===== src/rtl/rx_word.sv =====
// Receive side of the correlator host link: 8N1 UART stream of ASCII hex digits,
// MS nibble first, CR-terminated, assembled into a RESOLUTION-bit word.
`timescale 1ns/1ps
module rx_word #(
    parameter int RESOLUTION    = 32,
    parameter int TOTAL_NIBBLES = RESOLUTION / 4,
    parameter int CLKS_PER_BIT  = 8
) (
    input  logic                  clk,
    input  logic                  rst_n,
    input  logic                  RX,
    output logic [RESOLUTION-1:0] rx_data,
    output logic                  rx_valid,
    output logic                  rx_error
);

    localparam int TW = (CLKS_PER_BIT > 1) ? $clog2(CLKS_PER_BIT) : 1;
    localparam int CW = $clog2(TOTAL_NIBBLES + 2);
    localparam logic [TW-1:0] HALF_M1  = TW'(CLKS_PER_BIT / 2 - 1);
    localparam logic [TW-1:0] FULL_M1  = TW'(CLKS_PER_BIT - 1);
    localparam logic [CW-1:0] CNT_FULL = CW'(TOTAL_NIBBLES);
    localparam logic [CW-1:0] CNT_SAT  = CW'(TOTAL_NIBBLES + 1);

    typedef enum logic [2:0] {
        S_IDLE,
        S_START,
        S_DATA,
        S_STOP,
        S_WAIT_IDLE
    } state_t;

    state_t                  state_q, state_d;
    logic                    sync1_q, sync2_q, prev_q;
    logic [TW-1:0]           timer_q, timer_d;
    logic [2:0]              bit_q, bit_d;
    logic [7:0]              shift_q, shift_d;
    logic [7:0]              byte_q, byte_d;
    logic                    byte_stb_q, byte_stb_d;
    logic                    frame_err_q, frame_err_d;
    logic [RESOLUTION-1:0]   acc_q, acc_d;
    logic [CW-1:0]           cnt_q, cnt_d;
    logic                    err_q, err_d;
    logic [RESOLUTION-1:0]   rx_data_q, rx_data_d;
    logic                    rx_valid_q, rx_valid_d;
    logic                    rx_error_q, rx_error_d;
    logic [4:0]              dec;

    // Returns {is_hex_digit, nibble}.
    function automatic logic [4:0] hex_nib(input logic [7:0] c);
        logic [4:0] r;
        r = 5'd0;
        if (c >= 8'h30 && c <= 8'h39)
            r = {1'b1, c[3:0]};
        else if ((c >= 8'h41 && c <= 8'h46) || (c >= 8'h61 && c <= 8'h66))
            r = {1'b1, c[3:0] + 4'd9};
        return r;
    endfunction

    always_comb begin
        state_d     = state_q;
        timer_d     = timer_q + TW'(1);
        bit_d       = bit_q;
        shift_d     = shift_q;
        byte_d      = byte_q;
        byte_stb_d  = 1'b0;
        frame_err_d = 1'b0;
        unique case (state_q)
            S_IDLE: begin
                timer_d = '0;
                if (prev_q && !sync2_q)
                    state_d = S_START;
            end
            S_START: begin
                if (timer_q == HALF_M1) begin
                    timer_d = '0;
                    bit_d   = 3'd0;
                    state_d = sync2_q ? S_IDLE : S_DATA;
                end
            end
            S_DATA: begin
                if (timer_q == FULL_M1) begin
                    timer_d = '0;
                    shift_d = {sync2_q, shift_q[7:1]};
                    if (bit_q == 3'd7)
                        state_d = S_STOP;
                    else
                        bit_d = bit_q + 3'd1;
                end
            end
            S_STOP: begin
                if (timer_q == FULL_M1) begin
                    timer_d = '0;
                    if (sync2_q) begin
                        byte_stb_d = 1'b1;
                        byte_d     = shift_q;
                        state_d    = S_IDLE;
                    end else begin
                        frame_err_d = 1'b1;
                        state_d     = S_WAIT_IDLE;
                    end
                end
            end
            S_WAIT_IDLE: begin
                timer_d = '0;
                if (sync2_q)
                    state_d = S_IDLE;
            end
            default: begin
                timer_d = '0;
                state_d = S_IDLE;
            end
        endcase
    end

    // Character decoding and word assembly, one cycle behind the byte strobe.
    always_comb begin
        dec        = hex_nib(byte_q);
        acc_d      = acc_q;
        cnt_d      = cnt_q;
        err_d      = err_q | frame_err_q;
        rx_data_d  = rx_data_q;
        rx_valid_d = 1'b0;
        rx_error_d = 1'b0;
        if (byte_stb_q) begin
            if (dec[4]) begin
                acc_d = (acc_q << 4) | RESOLUTION'(dec[3:0]);
                if (cnt_q != CNT_SAT)
                    cnt_d = cnt_q + CW'(1);
            end else if (byte_q == 8'h0A) begin
                cnt_d = cnt_q;
            end else if (byte_q == 8'h0D) begin
                if (cnt_q == CNT_FULL && !err_q) begin
                    rx_data_d  = acc_q;
                    rx_valid_d = 1'b1;
                end else if (cnt_q != '0 || err_q) begin
                    rx_error_d = 1'b1;
                end
                acc_d = '0;
                cnt_d = '0;
                err_d = 1'b0;
            end else begin
                err_d = 1'b1;
            end
        end
    end

    always_ff @(posedge clk or negedge rst_n) begin
        if (!rst_n) begin
            sync1_q     <= 1'b1;
            sync2_q     <= 1'b1;
            prev_q      <= 1'b1;
            state_q     <= S_IDLE;
            timer_q     <= '0;
            bit_q       <= 3'd0;
            shift_q     <= 8'd0;
            byte_q      <= 8'd0;
            byte_stb_q  <= 1'b0;
            frame_err_q <= 1'b0;
            acc_q       <= '0;
            cnt_q       <= '0;
            err_q       <= 1'b0;
            rx_data_q   <= '0;
            rx_valid_q  <= 1'b0;
            rx_error_q  <= 1'b0;
        end else begin
            sync1_q     <= RX;
            sync2_q     <= sync1_q;
            prev_q      <= sync2_q;
            state_q     <= state_d;
            timer_q     <= timer_d;
            bit_q       <= bit_d;
            shift_q     <= shift_d;
            byte_q      <= byte_d;
            byte_stb_q  <= byte_stb_d;
            frame_err_q <= frame_err_d;
            acc_q       <= acc_d;
            cnt_q       <= cnt_d;
            err_q       <= err_d;
            rx_data_q   <= rx_data_d;
            rx_valid_q  <= rx_valid_d;
            rx_error_q  <= rx_error_d;
        end
    end

    assign rx_data  = rx_data_q;
    assign rx_valid = rx_valid_q;
    assign rx_error = rx_error_q;

endmodule


===== config.mk =====
export PLATFORM = sky130hd
export DESIGN_NAME = rx_word
export DESIGN_NICKNAME = d
export VERILOG_FILES = /design/src/rtl/rx_word.sv
export SDC_FILE = /design/constraint.sdc
export NUM_CORES = 1
export LEC_CHECK = 0
export CELL_PAD_IN_SITES_DETAIL_PLACEMENT = 1
export CELL_PAD_IN_SITES_GLOBAL_PLACEMENT = 1
export CORE_MARGIN = 8
export CORE_UTILIZATION = 35
export CTS_CLUSTER_DIAMETER = 150
export DETAILED_ROUTE_END_ITERATION = 10
export PLACE_DENSITY = 0.65
export SETUP_SLACK_MARGIN = 0.02
export SYNTH_ARGS = -nofsm -noshare
export SYNTH_HDL_FRONTEND = slang
export SYNTH_SLANG_ARGS = --single-unit
export TNS_END_PERCENT = 20

===== constraint.sdc =====
create_clock -name clk -period 2.88 [get_ports clk]
set_input_delay 0.576 -clock clk [delete_from_list [all_inputs] [get_ports clk]]
set_output_delay 0.576 -clock clk [all_outputs]
set_load 0.005 [all_outputs]

# Yosys cells after proc, flatten, opt, wreduce, memory -nomap -nowiden
# Index checks and enable logic that the tools add are counted.
[word_totals]
out_inout_bits = 34
reg_bits = 101
inputBits = 3
[classes]
reduce_logical = 21
n_addsub = 4
bitwise = 4
order_cmp = 6
eq_ne = 20
mux = 46
[op_table]
columns = ["op", "n"]
rows = [
  ["32-bit 2-to-1 mux", 3],
  ["3-bit 2-to-1 mux", 12],
  ["32-bit by 4-bit bitwise OR with 32-bit output", 1],
  ["1-bit 2-to-1 mux", 21],
  ["8-bit by 4-bit equality test with 1-bit output (second input constant)", 2],
  ["8-bit by 7-bit greater-or-equal comparator with 1-bit output (second input constant)", 2],
  ["8-bit by 7-bit less-or-equal comparator with 1-bit output (second input constant)", 2],
  ["4-bit 2-to-1 mux", 4],
  ["2-bit inequality test (second input constant)", 8],
  ["3-bit case mux with 5 select lines", 1],
  ["3-bit case mux with 2 select lines", 2],
  ["5-bit 2-to-1 mux", 2],
  ["3-bit by 2-bit equality test with 1-bit output (second input constant)", 3],
  ["3-bit equality test (second input constant)", 3],
  ["8-bit by 6-bit greater-or-equal comparator with 1-bit output (second input constant)", 1],
  ["8-bit by 6-bit less-or-equal comparator with 1-bit output (second input constant)", 1],
  ["4-bit AND reduction", 2],
  ["3-bit by 1-bit adder with 3-bit output (second input constant)", 2],
  ["3-bit AND reduction", 2],
  ["6-bit AND reduction", 1],
  ["1-bit logical AND", 5],
  ["5-bit AND reduction", 1],
  ["4-bit by 1-bit adder with 4-bit output (second input constant)", 1],
  ["4-bit adder (second input constant)", 1],
  ["14 further kinds", 18],
]

# Depth between registers and ports, before layout
# Gate-level depths: netlist of run 1.
[logic_depth]
word_depth = 8
mapped_depth = 8
mapped_depth_nobuf = 6

# Least setup slack after synthesis of run 1
# OpenSTA, ideal clock, no wires.
[synth_path]
path_kind = "flip-flop to flip-flop"
start = "reg byte_q[1]"
end = "reg rx_data_q[10] (netlist: rx_data[10])"
path_stages_with_launch = 9
period_less_slack_ns = 2.069
arrival_ns = 1.944
slack_ns = 0.811
required_time_ns = 2.755
path_cell_list = "dfrtp_1 inv_1 ha_1 nand3_1 or3b_1 buf_2 nor2_4 buf_4 mux2_2"
[synth_via]
elab_chain_len = 7
elab_cells_between_ends = 17
[synth_lines]
columns = ["element", "line", "rtl"]
rows = [
  ["start, declared", "37", "logic [7:0] byte_q, byte_d;"],
  ["start signal, assigned", "173", "byte_q <= byte_d;"],
  ["8-bit by 7-bit greater-or-equal comparator with 1-bit output / 8-bit by 7-bit less-or-equal comparator with 1-bit output (equally long branches)", "54", "else if ((c >= 8'h41 && c <= 8'h46) || (c >= 8'h61 && c <= 8'h66))"],
  ["1-bit logical AND", "54", ""],
  ["1-bit logical OR", "54", ""],
  ["5-bit 2-to-1 mux", "54", ""],
  ["5-bit 2-to-1 mux", "52", "if (c >= 8'h30 && c <= 8'h39)"],
  ["1-bit NOT (no source line)", "n/a", ""],
  ["5-bit AND reduction (no source line) (*)", "n/a", ""],
  ["end signal, assigned", "179", "rx_data_q <= rx_data_d;"],
  ["end, declared", "43", "logic [RESOLUTION-1:0] rx_data_q, rx_data_d;"],
]
# Mark *: on every way between the ends. The rest lies on a longest branch, timed or not.
# A chain may end at the register's enable or synchronous reset.

# Worst setup path in the final report of run 1
[layout_path]
start = "reg byte_q[0]"
end = "reg acc_q[9]"
[layout_via]
elab_chain_len = 7
elab_cells_between_ends = 18
[layout_lines]
columns = ["element", "line", "rtl"]
rows = [
  ["8-bit by 7-bit greater-or-equal comparator with 1-bit output / 8-bit by 7-bit less-or-equal comparator with 1-bit output (equally long branches)", "54", ""],
  ["1-bit logical AND", "54", ""],
  ["1-bit logical OR", "54", ""],
  ["5-bit 2-to-1 mux", "54", ""],
  ["5-bit 2-to-1 mux", "52", ""],
  ["2-bit inequality test (no source line) / 2-bit nonzero test (equally long branches)", "n/a", ""],
  ["3-bit AND reduction (no source line)", "n/a", ""],
  ["end signal, assigned", "159", "acc_q <= '0;"],
  ["end signal, assigned", "176", "acc_q <= acc_d;"],
  ["end, declared", "40", "logic [RESOLUTION-1:0] acc_q, acc_d;"],
]
# Parallel ways exist; a longest one is shown, timed or not.

==> results of run 1 <==
==> flip-flops by register name, indices dropped and copies added (netlist names), 3 cells and up <==
signal and count:
state_q 3, shift_q 8, byte_q 8, timer_q 3
bit_q 3, acc_q 32, rx_data 32, cnt_q 4
==> worst max-delay path: stages, from the launching register on <==
cell and delay (ns):
sky130_fd_sc_hd__dfrtp_1 0.47, sky130_fd_sc_hd__inv_1 0.13, sky130_fd_sc_hd__ha_1 0.21, sky130_fd_sc_hd__nor3b_1 0.52
sky130_fd_sc_hd__nor3b_4 0.17, sky130_fd_sc_hd__o21ai_4 0.19, sky130_fd_sc_hd__buf_12 0.26, sky130_fd_sc_hd__mux2i_1 0.24
==> cell type report <==
type,instances,share of cell area (%)
multi-input combinational,204,32.3
clock inverter,6,0.872
clock buffer,9,4.24
timing repair buffer,42,8.06
sequential,101,47.7
inverter,39,2.76
tap,172,4.05
==> how the worst max path moves through the flow <==
stage	to	slack, ns	startpoint	cells after the start
4_1_cts	acc_q[3]	0.57	byte_q[0]	7
6_report	acc_q[9]	0.61	byte_q[0]	7
2_1_floorplan	rx_data[10]	0.81	byte_q[1]	8
5_1_grt	acc_q[9]	0.42	byte_q[0]	7
3_3_place_gp	acc_q[28]	0.70	byte_q[0]	7
3_5_place_dp	acc_q[9]	0.60	byte_q[0]	7
==> through the flow <==
stage / instances / power (W) / setup WS, ns
6_report: 573 / 0.00302 / 0.607
5_1_grt: 573 / 0.00319 / 0.422
4_1_cts: 573 / 0.00309 / 0.572
3_5_place_dp: 558 / 0.00194 / 0.600
3_3_place_gp: 558 / 0.00191 / 0.696
2_1_floorplan: 359 / 0.00183 / 0.811
==> placed cells by master, fill, tap and decap left out, types with 2 or more instances in the layout <==
cell type and count:
sky130_fd_sc_hd__and3b_1 2, sky130_fd_sc_hd__buf_4 5, sky130_fd_sc_hd__mux2_2 52, sky130_fd_sc_hd__dfstp_2 3
sky130_fd_sc_hd__nand2_1 37, sky130_fd_sc_hd__nor2b_1 2, sky130_fd_sc_hd__clkdlybuf4s50_1 35, sky130_fd_sc_hd__dfrtp_1 98
sky130_fd_sc_hd__nor3b_1 4, sky130_fd_sc_hd__clkbuf_16 9, sky130_fd_sc_hd__a22o_1 2, sky130_fd_sc_hd__nand2b_1 2
sky130_fd_sc_hd__a21oi_1 4, sky130_fd_sc_hd__o21bai_1 2, sky130_fd_sc_hd__nor4_1 2, sky130_fd_sc_hd__mux2i_1 32
sky130_fd_sc_hd__nand3_1 6, sky130_fd_sc_hd__inv_6 3, sky130_fd_sc_hd__buf_12 2, sky130_fd_sc_hd__o211ai_1 5
sky130_fd_sc_hd__nor2_1 10, sky130_fd_sc_hd__ha_1 13, sky130_fd_sc_hd__o21ai_0 3, sky130_fd_sc_hd__inv_1 39
sky130_fd_sc_hd__clkinvlp_4 2, sky130_fd_sc_hd__or4b_4 2
==> where the power goes <==
part / total [W] / internal [W] / switching, W / leakage, nW
Combinational: 0.000304 / 0.000153 / 0.000151 / 1.05
Sequential: 0.00160 / 0.00151 / 0.0000887 / 1.38
Clock: 0.00112 / 0.000589 / 0.000534 / 0.129
==> metal layers <==
| metal | share of wire, % | global-route usage (%) | routed length [um] | vias up |
|---|---|---|---|---|
| met5 | 0 | 0 | 0 | - |
| met4 | 1.7 | 4.22 | 149 | 0 |
| met3 | 3.9 | 3.08 | 340 | 14 |
| met2 | 51 | 19.8 | 4370 | 36 |
| met1 | 44 | 13.2 | 3780 | 1376 |
| li1 | - | - | - | 1300 |
==> cells by family (layout without fill, tap and decap cells) <==
group / Yosys count / count (layout) / share of synthesized area, %
and+or+nand+nor: 77 / 77 / 9.37
muxes: 84 / 84 / 20.2
buffers and inverters: 54 / 96 / 5.47
adders and majority gates: 13 / 13 / 3.63
DFF: 101 / 101 / 56.4
AOI/OAI and AO/OA: 30 / 30 / 4.91
==> Yosys cell counts (2+ instances only) <==
cell,n
sky130_fd_sc_hd__and3b_1,2
sky130_fd_sc_hd__o211ai_1,5
sky130_fd_sc_hd__clkbuf_1,4
sky130_fd_sc_hd__dfrtp_1,98
sky130_fd_sc_hd__buf_1,3
sky130_fd_sc_hd__mux2i_1,32
sky130_fd_sc_hd__o21bai_1,2
sky130_fd_sc_hd__a21oi_1,4
sky130_fd_sc_hd__nor2_1,10
sky130_fd_sc_hd__nor4_1,2
sky130_fd_sc_hd__buf_6,4
sky130_fd_sc_hd__a22o_1,2
sky130_fd_sc_hd__nand2b_1,2
sky130_fd_sc_hd__or4b_4,2
sky130_fd_sc_hd__nand3_1,6
sky130_fd_sc_hd__nor2b_1,2
sky130_fd_sc_hd__mux2_2,52
sky130_fd_sc_hd__o21ai_0,3
sky130_fd_sc_hd__inv_1,39
sky130_fd_sc_hd__nor3b_1,4
sky130_fd_sc_hd__buf_4,3
sky130_fd_sc_hd__ha_1,13
sky130_fd_sc_hd__dfstp_2,3
sky130_fd_sc_hd__nand2_1,37
==> insert_results.sql, run 1 <==
INSERT INTO impl_metrics (metric_group, metric, value, unit) VALUES
('clocking', 'clockRootBuffer', 'sky130_fd_sc_hd__clkbuf_16', ''),
('synthesis', 'syn_inst', '359', ''),
('clocking', 'number_of_hold_repair_buffers_added_at_the_cts_stage', '0', ''),
('worst_setup_path', 'worst_ep_arrival_time', '2.54', 'ns'),
('finish', 'antenna-diode-count', '0', ''),
('power', 'power_density', '570', 'nW/um^2'),
('floorplan', 'dieArea', '16700', 'sq um'),
('synthesis', 'synth_top_area_share', '54.7', '%'),
('finish', 'seqCellArea', '2530', 'sq um'),
('grt', 'first_global_vias', '3016', ''),
('worst_setup_path', 'worst_setup_path_end_kind', 'flop', ''),
('grt', 'grt.total_usage', '11.4', '%'),
('finish', 'core_util_final', '42.2', '%'),
('sta', 'report.final.slew_viol_count', '0', ''),
('finish', 'final_design_area_no_fill', '5310', 'sq um'),
('worst_setup_path', 'worst-path-max-fanout', '31', ''),
('clocking', 'numCtsBuffers', '9', ''),
('finish', 'areaGrowthSynthToFinish', '18.4', '%'),
('worst_setup_path', 'crit_path_start_kind', 'flop', ''),
('synthesis', 'async_flop_share', '100', '%'),
('grt', 'grt_antenna_before_repair', '0', ''),
('finish', 'multi_input_gate_area_in_the_final_layout', '1720', 'sq um'),
('sta', 'timing.max_slew.rel_slack', '41.2', '%'),
('placed_design', 'place.detailed.hpwl', '6100', 'um'),
('sta', 'timing.final.crit_share', '78.9', '%'),
('clocking', 'clk_latency', '0.35', 'ns'),
('power', 'p_leak', '2.56', 'nW'),
('clocking', 'cts_htree_levels', '3', ''),
('floorplan', 'floorplan.core_area', '12600', 'sq um'),
('sta', 'max_clock_freq', '0.440', 'GHz'),
('power', 'irDropWorstVdd', '407', 'uV'),
('clocking', 'cts.reportedPaths.clkPinSlew', '0.07', 'ns'),
('finish', 'fillers', '1351', ''),
('synthesis', 'number_of_enable_flip_flop_cells_after_synthesis', '0', ''),
('status', 'outcome', 'completed', ''),
('synthesis', 'ys.flop_type', 'sky130_fd_sc_hd__dfrtp_1', ''),
('clocking', 'cts_num_sinks', '101', ''),
('synthesis', 'mappedNetlistArea', '4490', 'sq um'),
('synthesis', 'yosysUniqueCellTypes', '49', ''),
('grt', 'globalRouteOverflowTotal', '0', ''),
('clocking', 'cts_resizes', '0', ''),
('flow_run', 'drv.max_cap_violation_count', '0', ''),
('placed_design', 'place.gp.congestion', '0.777', ''),
('worst_setup_path', 'reg2reg_from', 'byte_q[0]', ''),
('placed_design', 'detailed_place.area', '5040', 'sq um'),
('sta', 'fin_setup_tns', '0', 'ns'),
('detailed_routing', 'count_of_unresolved_drc_violations_after_routing', '0', ''),
('worst_setup_path', 'timing.reg2reg.worst_path_depth', '7', ''),
('synthesis', 'yosys-top-cells-area', 'sky130_fd_sc_hd__dfrtp_1 55%, sky130_fd_sc_hd__mux2_2 13%, sky130_fd_sc_hd__mux2i_1 7.1%, sky130_fd_sc_hd__ha_1 3.6%, sky130_fd_sc_hd__inv_1 3.3%', ''),
('worst_setup_path', 'crit-reg2reg-capture', 'acc_q[9]', ''),
('detailed_routing', 'number_of_vias_in_the_routed_layout', '2726', ''),
('worst_setup_path', 'critical_path_class', 'reg2reg', ''),
('sta', 'hold_viol', '0', ''),
('worst_hold_path', 'hp-class', 'in2async', ''),
('floorplan', 'total_i_o_pin_count', '37', ''),
('sta', 'transition_time_at_the_pin_with_the_least_slew_margin', '0.882', 'ns'),
('synthesis', 'ys_seq_elements', '101', ''),
('detailed_routing', 'dr.pass1.iters', '4', ''),
('worst_setup_path', 'worst_ep_required_time', '3.14', 'ns'),
('detailed_routing', 'final_antenna_net_count', '0', ''),
('finish', 'drive_above_1_share', '21.2', '%'),
('detailed_routing', 'post_drt_wl_per_cell', '15.1', 'um'),
('detailed_routing', 'routed_via_density', '4.76', ''),
('sta', 'whs', '0.181', 'ns'),
('floorplan', 'chipWidth', '129', 'um'),
('detailed_routing', 'detailedRoute.firstIterationViolations', '165', ''),
('grt', 'first_pass_grt_wire_length', '15100', 'um'),
('sta', 'post-route-min-period', '2.27', 'ns'),
('finish', 'final_nets', '413', ''),
('synthesis', 'syn_avg_cell_area', '12.5', 'sq um'),
('clocking', 'max-clock-path-buffers', '2', '');
No activity file was read; power rests on OpenSTA's default activity.
==> inputs of run 2 (changes only) <==
==> constraint.sdc (replaced) <==
create_clock -name clk -period 2.4 [get_ports clk]
set_input_delay 0.48 -clock clk [delete_from_list [all_inputs] [get_ports clk]]
set_output_delay 0.48 -clock clk [all_outputs]
set_load 0.005 [all_outputs]
==> run 2 against run 1 <==
Sequential share of layout area shrank 0.77 points; non-clock buffer count grew 1; final cell count grew 0.35%; sequential power grew 20%; clock power grew 46%; die area is the same.
==> insert_results.sql, run 2 (synthesized netlist as in run 1, its figures left out) <==
INSERT INTO impl_metrics (metric_group, metric, value, unit) VALUES
('power', 'power_density', '727', 'nW/um^2'),
('detailed_routing', 'routed_wl', '8750', 'um'),
('clocking', 'number_of_hold_repair_buffers_added_at_the_cts_stage', '0', ''),
('finish', 'antenna-diode-count', '0', ''),
('clocking', 'cts_resizes', '0', ''),
('worst_setup_path', 'worst_ep_required_time', '2.62', 'ns'),
('power', 'p_total', '0.00392', 'W'),
('detailed_routing', 'count_of_unresolved_drc_violations_after_routing', '0', ''),
('detailed_routing', 'final_antenna_net_count', '0', ''),
('sta', 'report.final.slew_viol_count', '0', ''),
('clocking', 'numCtsBuffers', '9', ''),
('finish', 'most-common-layout-cells', '98 x sky130_fd_sc_hd__dfrtp_1, 52 x sky130_fd_sc_hd__mux2_2, 39 x sky130_fd_sc_hd__inv_1, 37 x sky130_fd_sc_hd__nand2_1, 35 x sky130_fd_sc_hd__clkdlybuf4s50_1', ''),
('finish', 'fillers', '1329', ''),
('finish', 'finalNonFillerCells', '575', ''),
('sta', 'transition_time_at_the_pin_with_the_least_slew_margin', '0.656', 'ns'),
('power', 'irDropWorstVdd', '611', 'uV'),
('floorplan', 'chipWidth', '129', 'um'),
('worst_hold_path', 'hp-class', 'in2async', ''),
('detailed_routing', 'dr.pass1.iters', '4', ''),
('flow_run', 'drv.max_cap_violation_count', '0', ''),
('finish', 'final_nets', '414', ''),
('finish', 'areaGrowthSynthToFinish', '20.3', '%'),
('clocking', 'cts_htree_levels', '3', ''),
('grt', 'grt_antenna_before_repair', '0', ''),
('sta', 'timing.max_slew.rel_slack', '56.2', '%'),
('grt', 'grt_max_degree', '48', ''),
('grt', 'groute.layer.met3.usage', '3.29', '%'),
('floorplan', 'initial_utilization', '35.7', '%'),
('worst_setup_path', 'worst_ep_arrival_time', '2.37', 'ns'),
('sta', 'rsz0062_at_grt', 'false', ''),
('placed_design', 'port_buffers', '36', ''),
('finish', 'drive_above_1_share', '21.1', '%'),
('floorplan', 'dieArea', '16700', 'sq um'),
('floorplan', 'floorplan.core_area', '12600', 'sq um'),
('clocking', 'max-clock-path-buffers', '2', ''),
('floorplan', 'row_count', '41', ''),
('detailed_routing', 'number_of_vias_in_the_routed_layout', '2729', ''),
('sta', 'hold_viol', '0', ''),
('detailed_routing', 'routed_via_density', '4.75', ''),
('worst_setup_path', 'critical_path_class', 'reg2reg', ''),
('clocking', 'cts_tree', 'yes', ''),
('grt', 'gr-usage-met2', '19.6', '%'),
('worst_setup_path', 'crit_path_start_kind', 'flop', ''),
('sta', 'finalSetupViolations', '0', ''),
('sta', 'fin_setup_tns', '0', 'ns'),
('sta', 'max_clock_freq', '0.465', 'GHz'),
('worst_setup_path', 'worst-path-max-fanout', '33', ''),
('placed_design', 'place.gp.congestion', '0.725', ''),
('grt', 'globalRouteOverflowTotal', '0', ''),
('grt', 'first_pass_grt_wire_length', '15000', 'um'),
('finish', 'mostFrequentLayoutCell', 'sky130_fd_sc_hd__dfrtp_1', ''),
('sta', 'timing.final.crit_share', '89.6', '%'),
('clocking', 'clk_latency', '0.34', 'ns'),
('grt', 'first_global_vias', '2995', ''),
('grt', 'grt.total_usage', '11.4', '%'),
('worst_setup_path', 'worst_setup_path_end_kind', 'flop', ''),
('placed_design', 'place.detailed.hpwl', '5860', 'um'),
('sta', 'finClkSkew', '0.00902', 'ns'),
('clocking', 'post-cts-setup-buffers', '0', ''),
('grt', 'grt.busiest_layer', 'met2', ''),
('clocking', 'cts.reportedPaths.clkPinSlew', '0.07', 'ns'),
('clocking', 'clockRootBuffer', 'sky130_fd_sc_hd__clkbuf_16', ''),
('status', 'outcome', 'completed', ''),
('floorplan', 'chipHeight', '129', 'um'),
('sta', 'post-route-min-period', '2.15', 'ns'),
('detailed_routing', 'detailedRoute.firstIterationViolations', '116', ''),
('detailed_routing', 'post_drt_wl_per_cell', '15.2', 'um'),
('placed_design', 'number_of_placed_instances_taps_included', '559', ''),
('floorplan', 'total_i_o_pin_count', '37', ''),
('grt', 'grt.met1_usage', '13.3', '%'),
('clocking', 'cts_num_sinks', '101', ''),
('power', 'p_leak', '2.60', 'nW');
## run 2: cell count changes in the layout (fill, tap and decap cells not counted), sizes merged
cell      before  now
bufinv         0    3
buf            7    8
inv           42   40
clkinvlp       2    0
clkbuf         9   12
clkinv         1    0
## run 2: where the power goes
part / total (W) / switching (W) / leakage (nW) / internal, W
clock: 0.00163 / 0.000610 / 0.161 / 0.00102
sequential: 0.00192 / 0.000110 / 1.38 / 0.00181
combinational: 0.000365 / 0.000179 / 1.06 / 0.000187
total: 0.00392 / 0.000898 / 2.60 / 0.00302
## run 2: through the flow
step	util (%)	worst slack [ns]	instance area, sq um	hold slack [ns]
floorplan	-	0.331	4490	0.184
global placement	40.2	0.183	5060	0.346
detailed placement	40.2	0.130	5060	0.348
CTS	42.9	0.131	5390	0.185
global route	42.9	0.0915	5400	0.203
finish	42.9	0.251	5400	0.165
## run 2: metal layers
metal / part of all wire, % / vias up
met3: 4.4 / 9
met4: 1.2 / 0
met2: 50 / 32
met1: 45 / 1392
met5: 0 / -
li1: - / 1296
## run 2: path summary, 6_finish.rpt
check | from | endpoint | slack [ns] | cells after the start
min in group clk | sync1_q | sync2_q | 0.36 | 0
worst max-delay path | byte_q[1] | rx_data[26] | 0.25 | 7
worst min register to register | sync1_q | sync2_q | 0.36 | 0
worst min-delay path | rst_n | rx_valid | 0.16 | 1
worst max register to register | byte_q[1] | rx_data[26] | 0.25 | 7
max in group asynchronous | rst_n | rx_data[10] | 1.50 | 2
## run 2: worst max-delay path: stages, from the launching register on
cell and delay (ns):
sky130_fd_sc_hd__dfrtp_1 0.45, sky130_fd_sc_hd__inv_1 0.11, sky130_fd_sc_hd__ha_1 0.20, sky130_fd_sc_hd__nand3_1 0.10
sky130_fd_sc_hd__or3b_1 0.44, sky130_fd_sc_hd__nor2_4 0.14, sky130_fd_sc_hd__buf_12 0.23, sky130_fd_sc_hd__mux2_2 0.36
## run 2: area by class of cell
cell class	instances	area [sq um]	area share [%]
clock inverter	4	98.8	1.83
inverter	39	146	2.71
multi-input combinational	204	1720	31.9
clock buffer	12	236	4.38
sequential	101	2530	46.9
timing repair buffer	43	448	8.30
tap	172	215	3.99
